--- src/rtl/ex_pkg.sv ---
// Shared encodings for the MIPS execute stage: ALUOp codes, funct values,
// mult/div FSM states and operand forwarding selects.
package ex_pkg;

  localparam logic [1:0] ALUOP_ADD   = 2'b00;
  localparam logic [1:0] ALUOP_SUB   = 2'b01;
  localparam logic [1:0] ALUOP_RTYPE = 2'b10;

  localparam logic [5:0] F_ADD   = 6'h20;
  localparam logic [5:0] F_SUB   = 6'h22;
  localparam logic [5:0] F_AND   = 6'h24;
  localparam logic [5:0] F_OR    = 6'h25;
  localparam logic [5:0] F_SLT   = 6'h2A;
  localparam logic [5:0] F_MFHI  = 6'h10;
  localparam logic [5:0] F_MFLO  = 6'h12;
  localparam logic [5:0] F_MULT  = 6'h18;
  localparam logic [5:0] F_MULTU = 6'h19;
  localparam logic [5:0] F_DIV   = 6'h1A;
  localparam logic [5:0] F_DIVU  = 6'h1B;

  typedef enum logic [1:0] {MD_IDLE, MD_BUSY, MD_DONE} md_state_e;
  typedef enum logic [1:0] {FWD_RF, FWD_EXMEM, FWD_MEMWB} fwd_sel_e;

  // The younger EX/MEM producer takes priority over MEM/WB; $zero never forwards.
  function automatic fwd_sel_e fwd_select(input logic exmem_we, input logic [4:0] exmem_rd,
                                          input logic memwb_we, input logic [4:0] memwb_rd,
                                          input logic [4:0] src);
    if (exmem_we && exmem_rd != 5'd0 && exmem_rd == src) return FWD_EXMEM;
    if (memwb_we && memwb_rd != 5'd0 && memwb_rd == src) return FWD_MEMWB;
    return FWD_RF;
  endfunction

  // mult, multu, div, divu occupy funct 0x18..0x1B
  function automatic logic is_muldiv(input logic [5:0] f);
    return f[5:2] == 4'b0110;
  endfunction

endpackage

--- src/rtl/muldiv_unit.sv ---
// Iterative mult/div engine (one bit per cycle) owning HI/LO.
// op_i = funct[1:0]: 00 mult, 01 multu, 10 div, 11 divu.
module muldiv_unit
  import ex_pkg::*;
#(
  parameter int MD_CYCLES = 32
) (
  input  logic        clk,
  input  logic        rst,
  input  logic        start_i,
  input  logic [1:0]  op_i,
  input  logic [31:0] a_i,
  input  logic [31:0] b_i,
  output logic        stall_o,
  output logic [31:0] hi_o,
  output logic [31:0] lo_o
);
  localparam int CW = (MD_CYCLES > 1) ? $clog2(MD_CYCLES) : 1;

  md_state_e   state_q, state_d;
  logic [CW-1:0] cnt_q, cnt_d;
  logic [31:0] acc_hi_q, acc_hi_d, acc_lo_q, acc_lo_d, b_q, b_d;
  logic [31:0] hi_q, hi_d, lo_q, lo_d;
  logic        div_q, div_d, neg_q, neg_d, rneg_q, rneg_d;

  logic        sa, sb;
  logic [31:0] mag_a, mag_b, step_hi, step_lo;
  logic [32:0] msum, dshift;
  logic [33:0] ddiff;
  logic [63:0] prod;

  assign sa    = ~op_i[0] & a_i[31];
  assign sb    = ~op_i[0] & b_i[31];
  assign mag_a = sa ? -a_i : a_i;
  assign mag_b = sb ? -b_i : b_i;

  // Mult: {acc_hi,acc_lo} shifts right with conditional add of the multiplicand.
  // Div: restoring step, acc_hi = partial remainder, acc_lo = dividend -> quotient.
  assign msum   = {1'b0, acc_hi_q} + {1'b0, (acc_lo_q[0] ? b_q : 32'd0)};
  assign dshift = {acc_hi_q, acc_lo_q[31]};
  assign ddiff  = {1'b0, dshift} - {2'b00, b_q};

  always_comb begin
    if (div_q) begin
      step_hi = ddiff[33] ? dshift[31:0] : ddiff[31:0];
      step_lo = {acc_lo_q[30:0], ~ddiff[33]};
    end else begin
      step_hi = msum[32:1];
      step_lo = {msum[0], acc_lo_q[31:1]};
    end
  end

  assign prod    = neg_q ? -{step_hi, step_lo} : {step_hi, step_lo};
  assign stall_o = ~rst & ((state_q == MD_IDLE && start_i) || state_q == MD_BUSY);
  assign hi_o    = hi_q;
  assign lo_o    = lo_q;

  always_comb begin
    state_d  = state_q;
    cnt_d    = cnt_q;
    acc_hi_d = acc_hi_q;
    acc_lo_d = acc_lo_q;
    b_d      = b_q;
    div_d    = div_q;
    neg_d    = neg_q;
    rneg_d   = rneg_q;
    hi_d     = hi_q;
    lo_d     = lo_q;
    case (state_q)
      MD_IDLE: if (start_i) begin
        if (op_i[1] && b_i == 32'd0) begin
          state_d = MD_DONE;
          hi_d    = a_i;
          lo_d    = 32'hFFFF_FFFF;
        end else begin
          state_d  = MD_BUSY;
          cnt_d    = CW'(MD_CYCLES - 1);
          acc_hi_d = '0;
          acc_lo_d = mag_a;
          b_d      = mag_b;
          div_d    = op_i[1];
          neg_d    = sa ^ sb;
          rneg_d   = sa;
        end
      end
      MD_BUSY: begin
        acc_hi_d = step_hi;
        acc_lo_d = step_lo;
        cnt_d    = cnt_q - 1'b1;
        if (cnt_q == '0) begin
          state_d = MD_DONE;
          if (div_q) begin
            hi_d = rneg_q ? -step_hi : step_hi;
            lo_d = neg_q ? -step_lo : step_lo;
          end else begin
            hi_d = prod[63:32];
            lo_d = prod[31:0];
          end
        end
      end
      // The finished instruction is still in ID_EX here, so no restart.
      MD_DONE: state_d = MD_IDLE;
      default: state_d = MD_IDLE;
    endcase
  end

  always_ff @(posedge clk or posedge rst) begin
    if (rst) begin
      state_q  <= MD_IDLE;
      cnt_q    <= '0;
      acc_hi_q <= '0;
      acc_lo_q <= '0;
      b_q      <= '0;
      div_q    <= 1'b0;
      neg_q    <= 1'b0;
      rneg_q   <= 1'b0;
      hi_q     <= '0;
      lo_q     <= '0;
    end else begin
      state_q  <= state_d;
      cnt_q    <= cnt_d;
      acc_hi_q <= acc_hi_d;
      acc_lo_q <= acc_lo_d;
      b_q      <= b_d;
      div_q    <= div_d;
      neg_q    <= neg_d;
      rneg_q   <= rneg_d;
      hi_q     <= hi_d;
      lo_q     <= lo_d;
    end
  end

endmodule

--- src/rtl/ex_stage.sv ---
// MIPS execute stage: forwarding, ALU, dest mux; HI/LO and the mult/div
// engine exist only when EX_MULDIV_EN is defined.
module ex_stage
  import ex_pkg::*;
#(
  parameter int MD_CYCLES = 32
) (
  input  logic        clk,
  input  logic        rst,
  input  logic        instr_valid,
  input  logic [1:0]  ALUOp,
  input  logic        ALUSrc,
  input  logic        RegDst,
  input  logic [5:0]  funct,
  input  logic [4:0]  rs,
  input  logic [4:0]  rt,
  input  logic [4:0]  rd,
  input  logic [31:0] rfile_rd1,
  input  logic [31:0] rfile_rd2,
  input  logic [31:0] extend_immed,
  input  logic        exmem_RegWrite,
  input  logic [4:0]  exmem_rd,
  input  logic [31:0] exmem_result,
  input  logic        memwb_RegWrite,
  input  logic [4:0]  memwb_rd,
  input  logic [31:0] memwb_wdata,
  output logic [31:0] alu_result,
  output logic [31:0] store_data,
  output logic [4:0]  write_reg,
  output logic        zero,
  output logic        ex_stall,
  output logic [31:0] hi_out,
  output logic [31:0] lo_out
);
  fwd_sel_e    sel_a, sel_b;
  logic [31:0] op_a, fwd_b, op_b, hi_w, lo_w;
  logic        md_start;

  assign sel_a = fwd_select(exmem_RegWrite, exmem_rd, memwb_RegWrite, memwb_rd, rs);
  assign sel_b = fwd_select(exmem_RegWrite, exmem_rd, memwb_RegWrite, memwb_rd, rt);

  always_comb begin
    case (sel_a)
      FWD_EXMEM: op_a = exmem_result;
      FWD_MEMWB: op_a = memwb_wdata;
      default:   op_a = rfile_rd1;
    endcase
    case (sel_b)
      FWD_EXMEM: fwd_b = exmem_result;
      FWD_MEMWB: fwd_b = memwb_wdata;
      default:   fwd_b = rfile_rd2;
    endcase
  end

  assign op_b       = ALUSrc ? extend_immed : fwd_b;
  assign store_data = fwd_b;
  assign write_reg  = RegDst ? rd : rt;
  assign md_start   = instr_valid && ALUOp == ALUOP_RTYPE && is_muldiv(funct);

  always_comb begin
    alu_result = '0;
    case (ALUOp)
      ALUOP_ADD: alu_result = op_a + op_b;
      ALUOP_SUB: alu_result = op_a - op_b;
      ALUOP_RTYPE: if (instr_valid) begin
        case (funct)
          F_ADD:   alu_result = op_a + op_b;
          F_SUB:   alu_result = op_a - op_b;
          F_AND:   alu_result = op_a & op_b;
          F_OR:    alu_result = op_a | op_b;
          F_SLT:   alu_result = {31'd0, $signed(op_a) < $signed(op_b)};
          F_MFHI:  alu_result = hi_w;
          F_MFLO:  alu_result = lo_w;
          default: alu_result = '0;
        endcase
      end
      default: alu_result = '0;
    endcase
  end

  assign zero   = (alu_result == 32'd0);
  assign hi_out = hi_w;
  assign lo_out = lo_w;

`ifdef EX_MULDIV_EN
  muldiv_unit #(.MD_CYCLES(MD_CYCLES)) u_muldiv (
    .clk     (clk),
    .rst     (rst),
    .start_i (md_start),
    .op_i    (funct[1:0]),
    .a_i     (op_a),
    .b_i     (fwd_b),
    .stall_o (ex_stall),
    .hi_o    (hi_w),
    .lo_o    (lo_w)
  );
`else
  logic unused_md;
  assign unused_md = ^{clk, rst, md_start};
  assign ex_stall  = 1'b0;
  assign hi_w      = '0;
  assign lo_w      = '0;
`endif

endmodule

--- config.mk ---
export PLATFORM = sky130hd
export DESIGN_NAME = ex_stage
export DESIGN_NICKNAME = d
export VERILOG_FILES = /design/src/rtl/ex_pkg.sv /design/src/rtl/muldiv_unit.sv /design/src/rtl/ex_stage.sv
export SDC_FILE = /design/constraint.sdc
export NUM_CORES = 1
export LEC_CHECK = 0
export ABC_AREA = 0
export CAP_MARGIN = 20
export CORE_MARGIN = 1
export CORE_UTILIZATION = 41
export DETAILED_ROUTE_END_ITERATION = 10
export GPL_TIMING_DRIVEN = 0
export PLACE_DENSITY = 0.81
export SYNTH_ARGS = -nofsm -noshare
export SYNTH_HDL_FRONTEND = slang
export SYNTH_HIERARCHICAL = 1
export SYNTH_SLANG_ARGS = --single-unit
--- constraint.sdc ---
create_clock -name vclk -period 13.4
set_input_delay 4.02 -clock vclk [all_inputs]
set_output_delay 4.02 -clock vclk [all_outputs]
set_load 0.02 [all_outputs]
==> reports/metrics.yaml <==
run_status: "finished with violations"
violations: "negative setup slack"
grt_start_max_net_pins: 11
design.core.area_um2: 18800
synth_largest_area_cell: "ha_1"
drt-wirelength-per-cell_um: 22.0
antenna_cells: 0
flops_and_latches: 0
netlist_area_um2: 7910
drt-pass1-iter-count: 6
rows: 50
setup_violations: 1
avgSynthCellArea_um2: 6.58
grt_pass1_wl_mm: 58.5
final_net_count: 1869
clock_buffers: 0
max_slew.worst_pin.slew_ns: 1.13
dieArea_um2: 19900
drc: 0
drv_cap: 0
max_freq_mhz: 73.6
register_area_um2: 0
drt_iter0_drc: 1324
start_util_pct: 42.0
yosysMostFrequentCell: "nand2_1"
timing.final.ws_setup_ns: -0.182
vias_per_cell: 6.01
critPathMaxStageDelay_ns: 0.54
rsz0062_at_grt: "yes"
final_core_util_pct: 66.4
max-vdd-ir-drop_mv: 0.0370
hold_viol: 0
vias: 11000
yosysTopAreaCellShare_pct: 15.5
power.density_nw_per_um2: 57.4
io_pins: 335
place_ws_ns: -2.37
path_cells: "buf_8 -> or4_4 -> o21ai_4 -> nor4_4 -> buf_6 -> clkbuf_16 -> mux2i_4 -> o21ai_2 -> mux2_4 -> ha_4 -> fa_2 -> a211oi_4 -> nor3_2 -> nor2_1 -> o21bai_1 -> mux2i_1 -> or4_4 -> nor4_4 -> nand4b_1 -> nor4b_4 -> nand4b_1 -> nor4_4 -> buf_4"
yosysWarnings: 6
syn_inst: 1203
grtUsageMet2_pct: 65.0
busiest_layer: "met2"
cp_max_fo: 6
placed_cell_area_um2: 11200
cellLeakagePower_nw: 5.20
final_antenna_net_count: 0
drive_gt1_share_pct: 20.1
layout_min_cycle_time_ns: 13.58
synth_common_cells: "nand2_1 (134), o21ai_0 (119), ha_1 (98)"
overflow: 0
drv_slew: 0
arrival_ns: 9.56
crit_slowest_cell: "or4_4"
area_delta_synth_final_pct: 58.1
hold_buffers: 0
die_w_um: 141
synth-seq-area-share_pct: 0
finalCritPeriodShare_pct: 101
crit_top_cell: "nor4_4"
ys_types: 80
grt_pass1_vias: 10300
slew_headroom_pct: 24.5
cp-start-kind: "primary input"
synth_area_leaders: "ha_1 (16%), mux2i_1 (9.6%), o21ai_0 (7.5%)"
hold_class: "primary input to output pin"
final_cell_area_um2: 12500
end_kind: "output pin"
port_buffers: 266
grt_usage_pct: 37.8
met3_usage_pct: 4.86
dp_hpwl_mm: 30.8
required_ns: 9.38
met1_usage_pct: 46.2
antenna_found_initial: 0
die_h_um: 141
drt_wl_total_mm: 40.2
worstSetupPathType: "primary input to output pin"
gp_congestion: 1.01
==> routing by layer <==
metal | vias up | wire length (um) | part of all wire (%)
met3 | 153 | 4020 | 10
met4 | 0 | 2510 | 6.2
met5 | - | 0 | 0
li1 | 4959 | - | -
met2 | 805 | 18300 | 46
met1 | 5057 | 15400 | 38
==> where the power goes <==
group          internal (mW)  switching (mW)
registers                  0               0
logic                  0.304           0.414
clock network              0               0
total                  0.304           0.414
==> stage by stage <==
stage / cells / total power, mW / setup TNS [ns] / hold slack [ns]
floorplan: 1267 / 0.369 / 0 / 8.18
global placement: 1793 / 0.595 / -41.55 / 8.89
detailed placement: 1795 / 0.600 / -29.75 / 8.89
CTS: 1806 / 0.658 / -0.205 / 8.93
global route: 1827 / 0.756 / -0.240 / 8.96
finish: 1827 / 0.718 / -0.182 / 8.94
==> cells by family after synthesis <==
group,count (synthesis),synth area share [%]
xor gates and xnor gates,25,2.77
buffers and inverters,239,14.5
and+or+nand+nor,347,20.9
other,1,0.0474
muxes,110,14.5
adders and majority gates,100,16.0
AOI/OAI and AO/OA,381,31.3
==> layout by cell type, fill, tap and decap left out, types with 8 or more instances in the layout <==
| cell | Yosys | routed |
|---|---|---|
| ha_4 | 0 | 9 |
| a21oi_1 | 77 | 68 |
| nand2b_1 | 13 | 13 |
| o21ai_1 | 9 | 32 |
| o21bai_1 | 11 | 8 |
| nor4_1 | 18 | 9 |
| a21o_1 | 15 | 15 |
| clkbuf_2 | 0 | 12 |
| conb_1 | 1 | 65 |
| clkbuf_1 | 60 | 27 |
| nor2b_1 | 13 | 12 |
| mux2i_1 | 76 | 72 |
| ha_1 | 98 | 84 |
| o21ai_2 | 0 | 11 |
| o22ai_1 | 17 | 16 |
| inv_2 | 9 | 9 |
| buf_4 | 65 | 105 |
| dlymetal6s2s_1 | 0 | 8 |
| inv_1 | 95 | 95 |
| nand2_1 | 134 | 133 |
| nand3_1 | 18 | 15 |
| clkdlybuf4s50_1 | 0 | 243 |
| mux2_2 | 34 | 27 |
| a31oi_1 | 14 | 12 |
| nand4_1 | 12 | 12 |
| nor3_1 | 27 | 22 |
| o211ai_1 | 18 | 18 |
| o21ai_0 | 119 | 80 |
| buf_6 | 0 | 10 |
| xnor2_1 | 17 | 16 |
| a221oi_1 | 11 | 10 |
| xor2_1 | 8 | 8 |
| nor2_1 | 74 | 73 |
==> layout make-up <==
type	instances	area [um2]
multi-input cells	1028	7880
plain buffers	125	926
repair buffers	309	2980
inverters	105	394
well taps	260	325
fillers	1597	6320
==> critical path, delay by kind of cell <==
kind / cells / cell delay, ns
and+or+nand+nor: 10 / 2.98
AOI/OAI and AO/OA: 4 / 0.72
buffers and inverters: 4 / 0.61
muxes: 3 / 0.61
adders and majority gates: 2 / 0.61
==> final timing paths <==
| path | from | endpoint | depth (start not counted) |
|---|---|---|---|
| hold / removal | rt[3] | write_reg[3] | 3 |
| setup / recovery | memwb_rd[3] | zero | 23 |
==> what timing repair did <==
item | in CTS | in global routing
setup buffers | 18 | 20
pin swaps | 32 | 46
gates cloned | 1 | 2
setup endpoints to repair | 30 | 15
resized for setup | 193 | 133
(Power assumes the default switching activity.)
